[src/rtl/obstacle_scheduler.sv]
// Side-scroller obstacle scheduler: moves slots on each tick and spawns new ones at LFSR-spaced gaps; all outputs registered, one-cycle latency, no backpressure.
// Define OBSTACLE_SPEEDUP_EN to scroll two pixels per tick once 32 obstacles have spawned.
module obstacle_scheduler #(
  parameter int         NUM_SLOTS    = 4,
  parameter int         SCREEN_WIDTH = 160,
  parameter int         GROUND_TOP   = 100,
  parameter int         MIN_GAP      = 16,
  parameter logic [7:0] LFSR_SEED    = 8'hA5
) (
  input  logic                   clk,
  input  logic                   rst,
  input  logic                   start,
  input  logic                   tick,
  input  logic                   hit,
  output logic [1:0]             state,
  output logic [NUM_SLOTS-1:0]   slot_active,
  output logic [8*NUM_SLOTS-1:0] slot_x,
  output logic [7*NUM_SLOTS-1:0] slot_y,
  output logic                   spawn,
  output logic [7:0]             spawn_count
);

  typedef enum logic [1:0] {S_IDLE = 2'd0, S_RUN = 2'd1, S_HALT = 2'd2} state_t;

  localparam logic [7:0] SPAWN_X  = 8'(SCREEN_WIDTH - 1);
  localparam logic [6:0] Y_HIGH   = 7'(GROUND_TOP - 15);
  localparam logic [6:0] Y_GROUND = 7'(GROUND_TOP);
  localparam logic [7:0] GAP_MIN  = 8'(MIN_GAP);

  state_t                 st;
  logic [7:0]             lfsr;
  logic [7:0]             lfsr_nx;
  logic [7:0]             gap;
  logic [7:0]             gap_reload;
  logic [7:0]             step;
  logic [NUM_SLOTS-1:0]   act_mv;
  logic [NUM_SLOTS-1:0]   act_nx;
  logic [NUM_SLOTS-1:0]   spawn_sel;
  logic [8*NUM_SLOTS-1:0] x_nx;
  logic [7*NUM_SLOTS-1:0] y_nx;
  logic                   slot_free;
  logic                   do_spawn;

  assign state      = st;
  assign lfsr_nx    = {lfsr[6], lfsr[5] ^ lfsr[7], lfsr[4] ^ lfsr[7], lfsr[3] ^ lfsr[7],
                       lfsr[2:0], lfsr[7]};
  assign gap_reload = GAP_MIN + {3'b000, lfsr[5:1]};

`ifdef OBSTACLE_SPEEDUP_EN
  assign step = (spawn_count >= 8'd32) ? 8'd2 : 8'd1;
`else
  assign step = 8'd1;
`endif

  // Movement first, so a slot retiring this tick is already free for the spawn search.
  always_comb begin
    act_mv    = slot_active;
    act_nx    = slot_active;
    x_nx      = slot_x;
    y_nx      = slot_y;
    spawn_sel = '0;
    slot_free = 1'b0;
    do_spawn  = 1'b0;
    for (int i = 0; i < NUM_SLOTS; i++) begin
      if (slot_active[i]) begin
        x_nx[8*i +: 8] = slot_x[8*i +: 8] - step;
        if (slot_x[8*i +: 8] < step) act_mv[i] = 1'b0;
      end
    end
    for (int i = 0; i < NUM_SLOTS; i++) begin
      if (!act_mv[i] && !slot_free) begin
        spawn_sel[i] = 1'b1;
        slot_free    = 1'b1;
      end
    end
    do_spawn = slot_free && (gap == 8'd0);
    act_nx   = act_mv;
    for (int i = 0; i < NUM_SLOTS; i++) begin
      if (do_spawn && spawn_sel[i]) begin
        act_nx[i]      = 1'b1;
        x_nx[8*i +: 8] = SPAWN_X;
        y_nx[7*i +: 7] = lfsr[0] ? Y_HIGH : Y_GROUND;
      end
    end
  end

  always_ff @(posedge clk or posedge rst) begin
    if (rst) begin
      st          <= S_IDLE;
      lfsr        <= LFSR_SEED;
      gap         <= GAP_MIN;
      slot_active <= '0;
      slot_x      <= '0;
      slot_y      <= '0;
      spawn       <= 1'b0;
      spawn_count <= 8'd0;
    end else begin
      lfsr  <= lfsr_nx;
      spawn <= 1'b0;
      if (start) begin
        st          <= S_RUN;
        gap         <= GAP_MIN;
        slot_active <= '0;
        slot_x      <= '0;
        slot_y      <= '0;
        spawn_count <= 8'd0;
      end else if (st == S_RUN) begin
        if (hit) begin
          st <= S_HALT;
        end else if (tick) begin
          slot_active <= act_nx;
          slot_x      <= x_nx;
          slot_y      <= y_nx;
          if (do_spawn) begin
            gap   <= gap_reload;
            spawn <= 1'b1;
            if (spawn_count != 8'hFF) spawn_count <= spawn_count + 8'd1;
          end else if (gap != 8'd0) begin
            gap <= gap - 8'd1;
          end
        end
      end
    end
  end

endmodule

[config.mk]
export PLATFORM = sky130hd
export DESIGN_NAME = obstacle_scheduler
export DESIGN_NICKNAME = d
export VERILOG_FILES = /design/src/rtl/obstacle_scheduler.sv
export SDC_FILE = /design/constraint.sdc
export NUM_CORES = 1
export LEC_CHECK = 0
export CORE_ASPECT_RATIO = 1.2
export CORE_MARGIN = 5
export CORE_UTILIZATION = 30
export DETAILED_ROUTE_END_ITERATION = 10
export HOLD_SLACK_MARGIN = 0.12
export PLACE_DENSITY_LB_ADDON = 0.25
export RECOVER_POWER = 25
export REMOVE_ABC_BUFFERS = 1
export SLEW_MARGIN = 30
export SYNTH_ARGS = -nofsm -noshare
export SYNTH_HDL_FRONTEND = slang
export SYNTH_SLANG_ARGS = --single-unit
[constraint.sdc]
create_clock -name clk -period 4.5 [get_ports clk]
set_input_delay 0.9 -clock clk [delete_from_list [all_inputs] [get_ports clk]]
set_output_delay 0.9 -clock clk [all_outputs]
set_load 0.005 [all_outputs]
# Yosys cells after proc, flatten, opt, wreduce, memory -nomap -nowiden
# Cells that the tools add are included.
op_classes:
  add_sub_neg: 7
  mul: 0
  n_div: 0
  magnitude_cmp: 4
  eq_ne: 3
  shift: 0
  n_mux: 64
  bitwise: 3
  reduce_logical: 41
op_table:
  columns: ["op", "count"]
  rows:
  - ["$mux 8", 20]
  - ["$mux 32", 4]
  - ["$mux 28", 4]
  - ["$sub 8x1->8 const B", 5]
  - ["$reduce_and 4->1", 9]
  - ["$lt 8x1->1 const B", 4]
  - ["$mux 7", 4]
  - ["$mux 1", 24]
  - ["$reduce_bool 2->1", 9]
  - ["$mux 4", 4]
  - ["$reduce_bool 3->1", 5]
  - ["$add 8x1->8 const B", 1]
  - ["$logic_and 1x1->1", 8]
  - ["$logic_not 8->1", 1]
  - ["$ne 8x8->1 const B", 1]
  - ["$reduce_bool 8->1", 1]
  - ["$add 5x5->6 const A", 1]
  - ["$mux 2", 3]
  - ["$mux 6", 1]
  - ["$logic_not 1->1", 5]
  - ["$reduce_and 5->1", 1]
  - ["$reduce_and 3->1", 1]
  - ["$xor 1x1->1", 3]
  - ["$eq 2x1->1 const B", 1]
  - ["other kinds (2)", 2]
word_totals:
  ff_bits: 91
  latch_bits: 0
  ram_bits: 0
  mem_bits_ro: 0
  word_cells: 136
  n_memories: 0

# Logic depth before layout (Yosys ltp)
# Gate-level depths: netlist (run 1).
depth:
  depth_word: 19
  depth_mapped: 9
  depth_no_buf: 7

# Worst setup path before layout (run 1)
# OpenSTA, ideal clock, no wires.
synth_timing:
  path_kind: "register to register"
  start: "register slot_x[16]"
  end: "register spawn_count[5]"
  setup_ns: 0.128
  t_arrival_ns: 2.477
  required_time_ns: 4.372
  slack_ns: 1.896
  stages_incl_launch_ff: 9
  n_path_buf: 1
  synth_period_minus_slack_ns: 2.604
  path_cell_list: "dfrtp_1 -> inv_1 -> ha_1 -> or3b_1 -> o31ai_2 -> o41ai_1 -> buf_2 -> nor4_2 -> mux2_1"
synth_between:
  elab_chain_cells: 12
synth_lines:
  columns: ["element", "line", "source"]
  rows:
  - ["start: declaration", "17", "output logic [8*NUM_SLOTS-1:0] slot_x,"]
  - ["start signal: assignment", "112", "slot_x <= x_nx;"]
  - ["$lt 8x1->1 *", "67", "if (slot_x[8*i +: 8] < step) act_mv[i] = 1'b0;"]
  - ["$mux 1 *", "67", null]
  - ["$mux 1 *", "65", "if (slot_active[i]) begin"]
  - ["$logic_not 1->1 *", "71", "if (!act_mv[i] && !slot_free) begin"]
  - ["$logic_and 1x1->1 *", "71", null]
  - ["$mux 1 *", "71", null]
  - ["$logic_not 1->1", "71", null]
  - ["$logic_and 1x1->1", "71", null]
  - ["$mux 1 *", "71", null]
  - ["$logic_and 1x1->1 *", "76", "do_spawn = slot_free && (gap == 8'd0);"]
  - ["$reduce_bool 2->1 (no source line) *", null, null]
  - ["$reduce_and 5->1 (no source line) *", null, null]
  - ["end signal: assignment", "117", "if (spawn_count != 8'hFF) spawn_count <= spawn_count + 8'd1;"]
  - ["end: declaration", "20", "output logic [7:0] spawn_count"]
# Every way passes the cells marked *; elsewhere a longest branch is shown, timed or not.
# A chain may end at the register's enable or synchronous reset.

# Worst setup path after layout (run 1)
layout_timing:
  start: "register slot_x[8]"
  end: "register gap[0]"
layout_between:
  elab_chain_cells: 18
  word_cells_on_any_way: 20
layout_lines:
  columns: ["element", "line", "source"]
  rows:
  - ["$lt 8x1->1 *", "67", null]
  - ["$mux 1 *", "67", null]
  - ["$mux 1 *", "65", null]
  - ["$logic_not 1->1 *", "71", null]
  - ["$logic_and 1x1->1 *", "71", null]
  - ["$mux 1 *", "71", null]
  - ["$logic_not 1->1", "71", null]
  - ["$logic_and 1x1->1", "71", null]
  - ["[... 2 more ...]", null, null]
  - ["$logic_and 1x1->1", "71", null]
  - ["$mux 1 *", "71", null]
  - ["$logic_and 1x1->1 *", "76", null]
  - ["$mux 8", "114", "if (do_spawn) begin"]
  - ["$mux 8", "110", "end else if (tick) begin"]
  - ["$mux 8", "108", "if (hit) begin"]
  - ["$mux 8", "107", "end else if (st == S_RUN) begin"]
  - ["$mux 8", "100", "if (start) begin"]
  - ["end signal: assignment", "115", "gap <= gap_reload;"]
  - ["end signal: assignment", "119", "gap <= gap - 8'd1;"]
  - ["end: declaration", "33", "logic [7:0] gap;"]
# Every way passes the cells marked *; elsewhere a longest branch is shown, timed or not. The select of a mux whose other input is x is not followed.

==> results.cfg, run 1 <==
[run_status]
status = complete, but fails checks
violations = capacitance limit, slew limit

[floorplan]
coreArea_um2 = 14200
dieArea_um2 = 16900
placementRows = 48
die_w_um = 119
die_y_um = 141
start_util_pct = 30.3
io_pins = 80

[detailed_routing]
avgViaCountPerCell = 5.42
drt_iter0_drc = 228
routedWlPerCell_um = 17.4
routed_wl_um = 12100
ant_nets = 0
dr.pass1.iters = 4
drc = 0
num_vias = 3781

[finish]
fin_util_pct = 38.2
layout-drive-gt1-share_pct = 8.22
area_delta_synth_final_pct = 26.2
postLayoutCellArea_um2 = 5440
fin_nets = 529
final_cell_count_no_fill = 698
num-fill-cells = 1424
diodes = 0

[hold_path]
worst_hold_path_type = flop to flop
worstHoldStart = lfsr[6]

[power_and_ir_drop]
ir_drop_mv = 0.134
p_leak_nw = 2.17
p_sw_share_pct = 25.0
power_density_nw_per_um2 = 291
power.switching_uw = 395
clkPwrFrac_pct = 45.8
power_frac_comb_pct = 9.6
intPower_mw = 1.19
seqPwrFrac_pct = 44.7

[placement]
gp_congestion = 0.833
post-place-ws_ps = 1230
dp.cells = 682
port_buffers = 71
dpl.hpwl_um = 8650
placed_area_um2 = 5140

[timing]
finalCritPeriodShare_pct = 71.4
fmax_mhz = 311
fin_ws_ps = 1290
finalSetupViolCount = 0
relSlewSlack_pct = -3.28
hold_viol_final = 0
rsz0062_at_grt = false
final_max_slew_viol_count = 57
min_period_ps = 3210
clock_skew_ps = 9.82
worst_slew_pin_slew_ps = 1550
whs_ps = 358

[synth]
synth_top_area_share_pct = 40.6
async_flop_share_pct = 100
synth_area_um2 = 4310
ys_warn_count = 0
yosys.area.top_type = dfrtp_1
synthTopCellsByCount = dfrtp_1 (70), a21oi_1 (38), o21ai_0 (34)
ys_seq_elements = 75
netlist_instances = 460
synth_most_common_cell = dfrtp_1
synth_flop_cell = dfrtp_1
avgSynthCellArea_um2 = 9.37
yosysUniqueCellTypes = 65
synth_edf_count = 0
synth.area.top_cells = dfrtp_1 (41%), a21oi_1 (4.4%), o21ai_0 (3.9%)
synth_seq_area_share_pct = 43.7

[setup_path]
cp_max_fo = 9
end_kind = flop
cp-startpoint = slot_x[8]
ff2ff_setup_slack_ps = 1290
start_kind = flop
arrival_ps = 3430
crit_type = flop to flop
crit_required_ps = 4720
regToRegStartpoint = slot_x[8]

[global_routing]
grt-ovfl-total = 0
grt_pass1_vias = 3815
grt_max_degree = 30
grt_pass1_wl_um = 19900
track_usage_pct = 14.4
antenna_found_initial = 0

[clocking]
clock_latency_ps = 340
cts_setup_buffers = 0
numCtsBuffers = 9
root_buffer = clkbuf_16
hold_buffers = 0
cts_tree = yes
cts_sinks = 75
clk_pin_slew_worst_paths_ps = 60
htree_levels = 3
post_cts_resized = 0
clock_path_buffers = 2

[run]
cap_violations = 2
power groups by stage:
stage          clock, mW  combinational, mW  sequential, mW
4_1_cts            0.740              0.154           0.706
6_report           0.723              0.151           0.707
3_3_place_gp           0              0.150           0.718
2_1_floorplan          0             0.0900           0.714
5_1_grt            0.771              0.169           0.708
3_5_place_dp           0              0.153           0.718
metrics by stage:
stage,TNS (ps),power (mW)
after global routing,0,1.65
final,0,1.58
after detailed placement,0,0.872
after global placement,0,0.868
after floorplan,-26450,0.804
after CTS,0,1.60
registers in the layout, indices dropped and copies added, names as in the netlist:
| signal | count |
|---|---|
| spawn | 1 |
| spawn_count | 8 |
| slot_y | 12 |
| slot_x | 32 |
| slot_active | 4 |
| state | 2 |
| gap | 8 |
| lfsr | 8 |
layer usage:
layer	global-route usage, %	share of wire (%)	wire (um)	up-vias
li1	-	-	-	1819
met1	16.9	42	5090	1884
met2	26.3	53	6460	64
met3	2.67	3.4	409	14
met4	4.64	1.5	183	0
met5	0	0	0	-
cells in the final DEF, fill, tap and decap left out, types with 5 or more instances in the layout:
cell             netlist  final
a221oi_1               6      6
inv_1                 29     29
ha_1                   6      6
mux2i_1                5      5
nand3_1               22     22
or3_1                 12     12
clkbuf_16              0      9
o31ai_1               10     10
a31oi_1               13     13
buf_4                 16      9
clkdlybuf4s50_1        0     68
dfrtp_1               70     70
o21a_1                15     15
nand2_1               17     17
nor3_1                14     14
conb_1                 1      8
a21oi_1               38     38
or4_1                  7      7
nor2_1                33     33
nor4_1                 5      5
o21ai_0               34     34
layout make-up:
| class | instances | area [um2] | share of cell area [%] |
|---|---|---|---|
| clock buffer | 11 | 243 | 4.46 |
| clock inverter | 5 | 52.6 | 0.966 |
| inverter | 29 | 109 | 2.00 |
| multi-input combinational | 321 | 2150 | 39.6 |
| sequential | 75 | 1880 | 34.6 |
| tap | 175 | 219 | 4.02 |
| timing repair buffer | 82 | 779 | 14.3 |
path summary, 6_finish.rpt:
kind,end,depth (start not counted)
max,gap[0],7
min reg2reg,lfsr[7],0
max in group asynchronous,gap[7],3
min in group asynchronous,slot_y[26],2
max reg2reg,gap[0],7
min,lfsr[7],0
critical path: stages (launching register included):
cell and delay [ps]:
dfrtp_1 440, inv_1 110, ha_1 160, or4b_1 560
o41ai_4 690, o41a_1 530, mux2_2 380, a22o_1 200
cell families after synthesis:
logic type	synth area share, %
and+or+nand+nor	17.9
adders and majority gates	1.74
buffers and inverters	7.72
DFF	43.7
AOI/OAI and AO/OA	26.0
other	0.0870
muxes	2.21
xor gates and xnor gates	0.610
(Power assumes the default switching activity.)
==> inputs of run 2 (changes only) <==
==> constraint.sdc (replaced) <==
create_clock -name clk -period 3 [get_ports clk]
set_input_delay 0.6 -clock clk [delete_from_list [all_inputs] [get_ports clk]]
set_output_delay 0.6 -clock clk [all_outputs]
set_load 0.005 [all_outputs]
==> run 2 against run 1 <==
Against the previous run:
- the run now ends clean
- flip-flop and latch count did not move
- final area rose by 1.6%
- global-route usage rose by 0.53 points
- core utilization rose by 0.62 points
- critical endpoint is now slot_x[21]
==> results.cfg, run 2 (synthesis results as in run 1) <==
[run_status]
status = completed

[detailed_routing]
routed_wl_um = 12400
avgViaCountPerCell = 5.47
dr.pass1.iters = 4
ant_nets = 0
num_vias = 3874
routedWlPerCell_um = 17.5
drc = 0
drt_iter0_drc = 279

[setup_path]
cp_max_fo = 11
crit_type = flop to flop
regToRegStartpoint = gap[0]
ff2ff_setup_slack_ps = 230
r2r_end = slot_x[21]
crit_required_ps = 3260
end_kind = flop
start_kind = flop
arrival_ps = 3030
reg2reg_depth = 8

[timing]
fmax_mhz = 361
final_max_slew_viol_count = 0
fin_ws_ps = 227
finalSetupViolCount = 0
hold_viol_final = 0
setup_tns_ps = 0
min_period_ps = 2770
clock_skew_ps = 2.97
rsz0062_at_grt = false
relSlewSlack_pct = 19.0
worst_slew_pin_slew_ps = 1210
finalCritPeriodShare_pct = 92.4

[finish]
final_common_cell = dfrtp_1
layout-drive-gt1-share_pct = 10.5
largest_registers = slot_x x32, slot_y x12
fin_nets = 539
area_delta_synth_final_pct = 28.2
largest_reg_flops = 32
diodes = 0
final_cell_mix = dfrtp_1 (70), clkdlybuf4s50_1 (69), a21oi_1 (38), o21ai_0 (34), nor2_1 (33)
top_register = slot_x

[power_and_ir_drop]
ir_drop_mv = 0.277
p_leak_nw = 2.22
power_density_nw_per_um2 = 420

[clocking]
htree_levels = 3
cts_tree = yes
clk_pin_slew_worst_paths_ps = 60
hold_buffers = 0
clock_latency_ps = 340
numCtsBuffers = 9
cts_sinks = 75
root_buffer = clkbuf_16
clock_path_buffers = 2

[floorplan]
io_pins = 80
start_util_pct = 30.3
die_w_um = 119
dieArea_um2 = 16900
placementRows = 48
die_y_um = 141
coreArea_um2 = 14200

[global_routing]
grt-ovfl-total = 0
grt_pass1_wl_um = 20400
antenna_found_initial = 0
grt_max_degree = 41
track_usage_pct = 14.9
grt_util_met2_pct = 25.7
grt_use_met3_pct = 3.19
met1_usage_pct = 18.5
grt_pass1_vias = 3790
grt_busiest_layer = met2

[placement]
post-place-ws_ps = 200
port_buffers = 71
gp_congestion = 0.832
dpl.hpwl_um = 8820

[hold_path]
hold_path_end = lfsr[7]
worstHoldStart = lfsr[6]
hold_depth = 0
worst_hold_path_type = flop to flop

[run]
cap_violations = 0
## run 2: worst max path at each step
stage,from,slack (ps),to
after floorplan,hit,-2640,slot_x[3]
after global placement,gap[0],290,gap[2]
after detailed placement,slot_x[8],200,spawn_count[3]
after CTS,slot_x[8],190,spawn_count[5]
after global routing,gap[0],40,slot_x[22]
final,gap[0],230,slot_x[21]
## run 2: area by class of cell
class / instances / area (um2)
inverter: 29 / 109
fill: 1420 / 8710
sequential: 75 / 1880
tap: 175 / 219
clock inverter: 4 / 25.0
multi-input combinational: 321 / 2160
timing repair buffer: 92 / 873
clock buffer: 12 / 256
## run 2: timing repair
| item | in CTS | in global routing |
|---|---|---|
| resized for setup | 0 | 2 |
| endpoints found under the setup margin | 0 | 1 |
| setup buffers | 0 | 0 |
## run 2: layer usage
| layer | wire length, um | vias to the layer above |
|---|---|---|
| li1 | - | 1856 |
| met1 | 5200 | 1907 |
| met2 | 6420 | 96 |
| met3 | 564 | 15 |
| met4 | 225 | 0 |
| met5 | 0 | - |
## run 2: power breakdown
| group | switching (mW) | total [mW] | internal (mW) |
|---|---|---|---|
| sequential | 0.0292 | 1.06 | 1.03 |
| combinational | 0.143 | 0.235 | 0.0920 |
| clock | 0.425 | 1.03 | 0.603 |
| total | 0.597 | 2.32 | 1.72 |
## run 2: critical path: stages (launching register included)
cell       delay, ps
dfrtp_1          410
inv_1             90
ha_1             220
or4b_1           580
a2111oi_2        380
buf_4            230
a21oi_1          140
or4_1            490
a21oi_1          150
## run 2: per-stage QoR
step           cells  power [mW]  hold WS [ps]  cell area, um2  utilization, %
5_1_grt          708        2.43           373            5530            38.8
4_1_cts          708        2.35           362            5520            38.8
3_5_place_dp     692        1.32           348            5240            36.8
6_report         708        2.32           360            5530            38.8
3_3_place_gp     692        1.31           341            5240            36.8
2_1_floorplan    425        1.21           333            4110               -
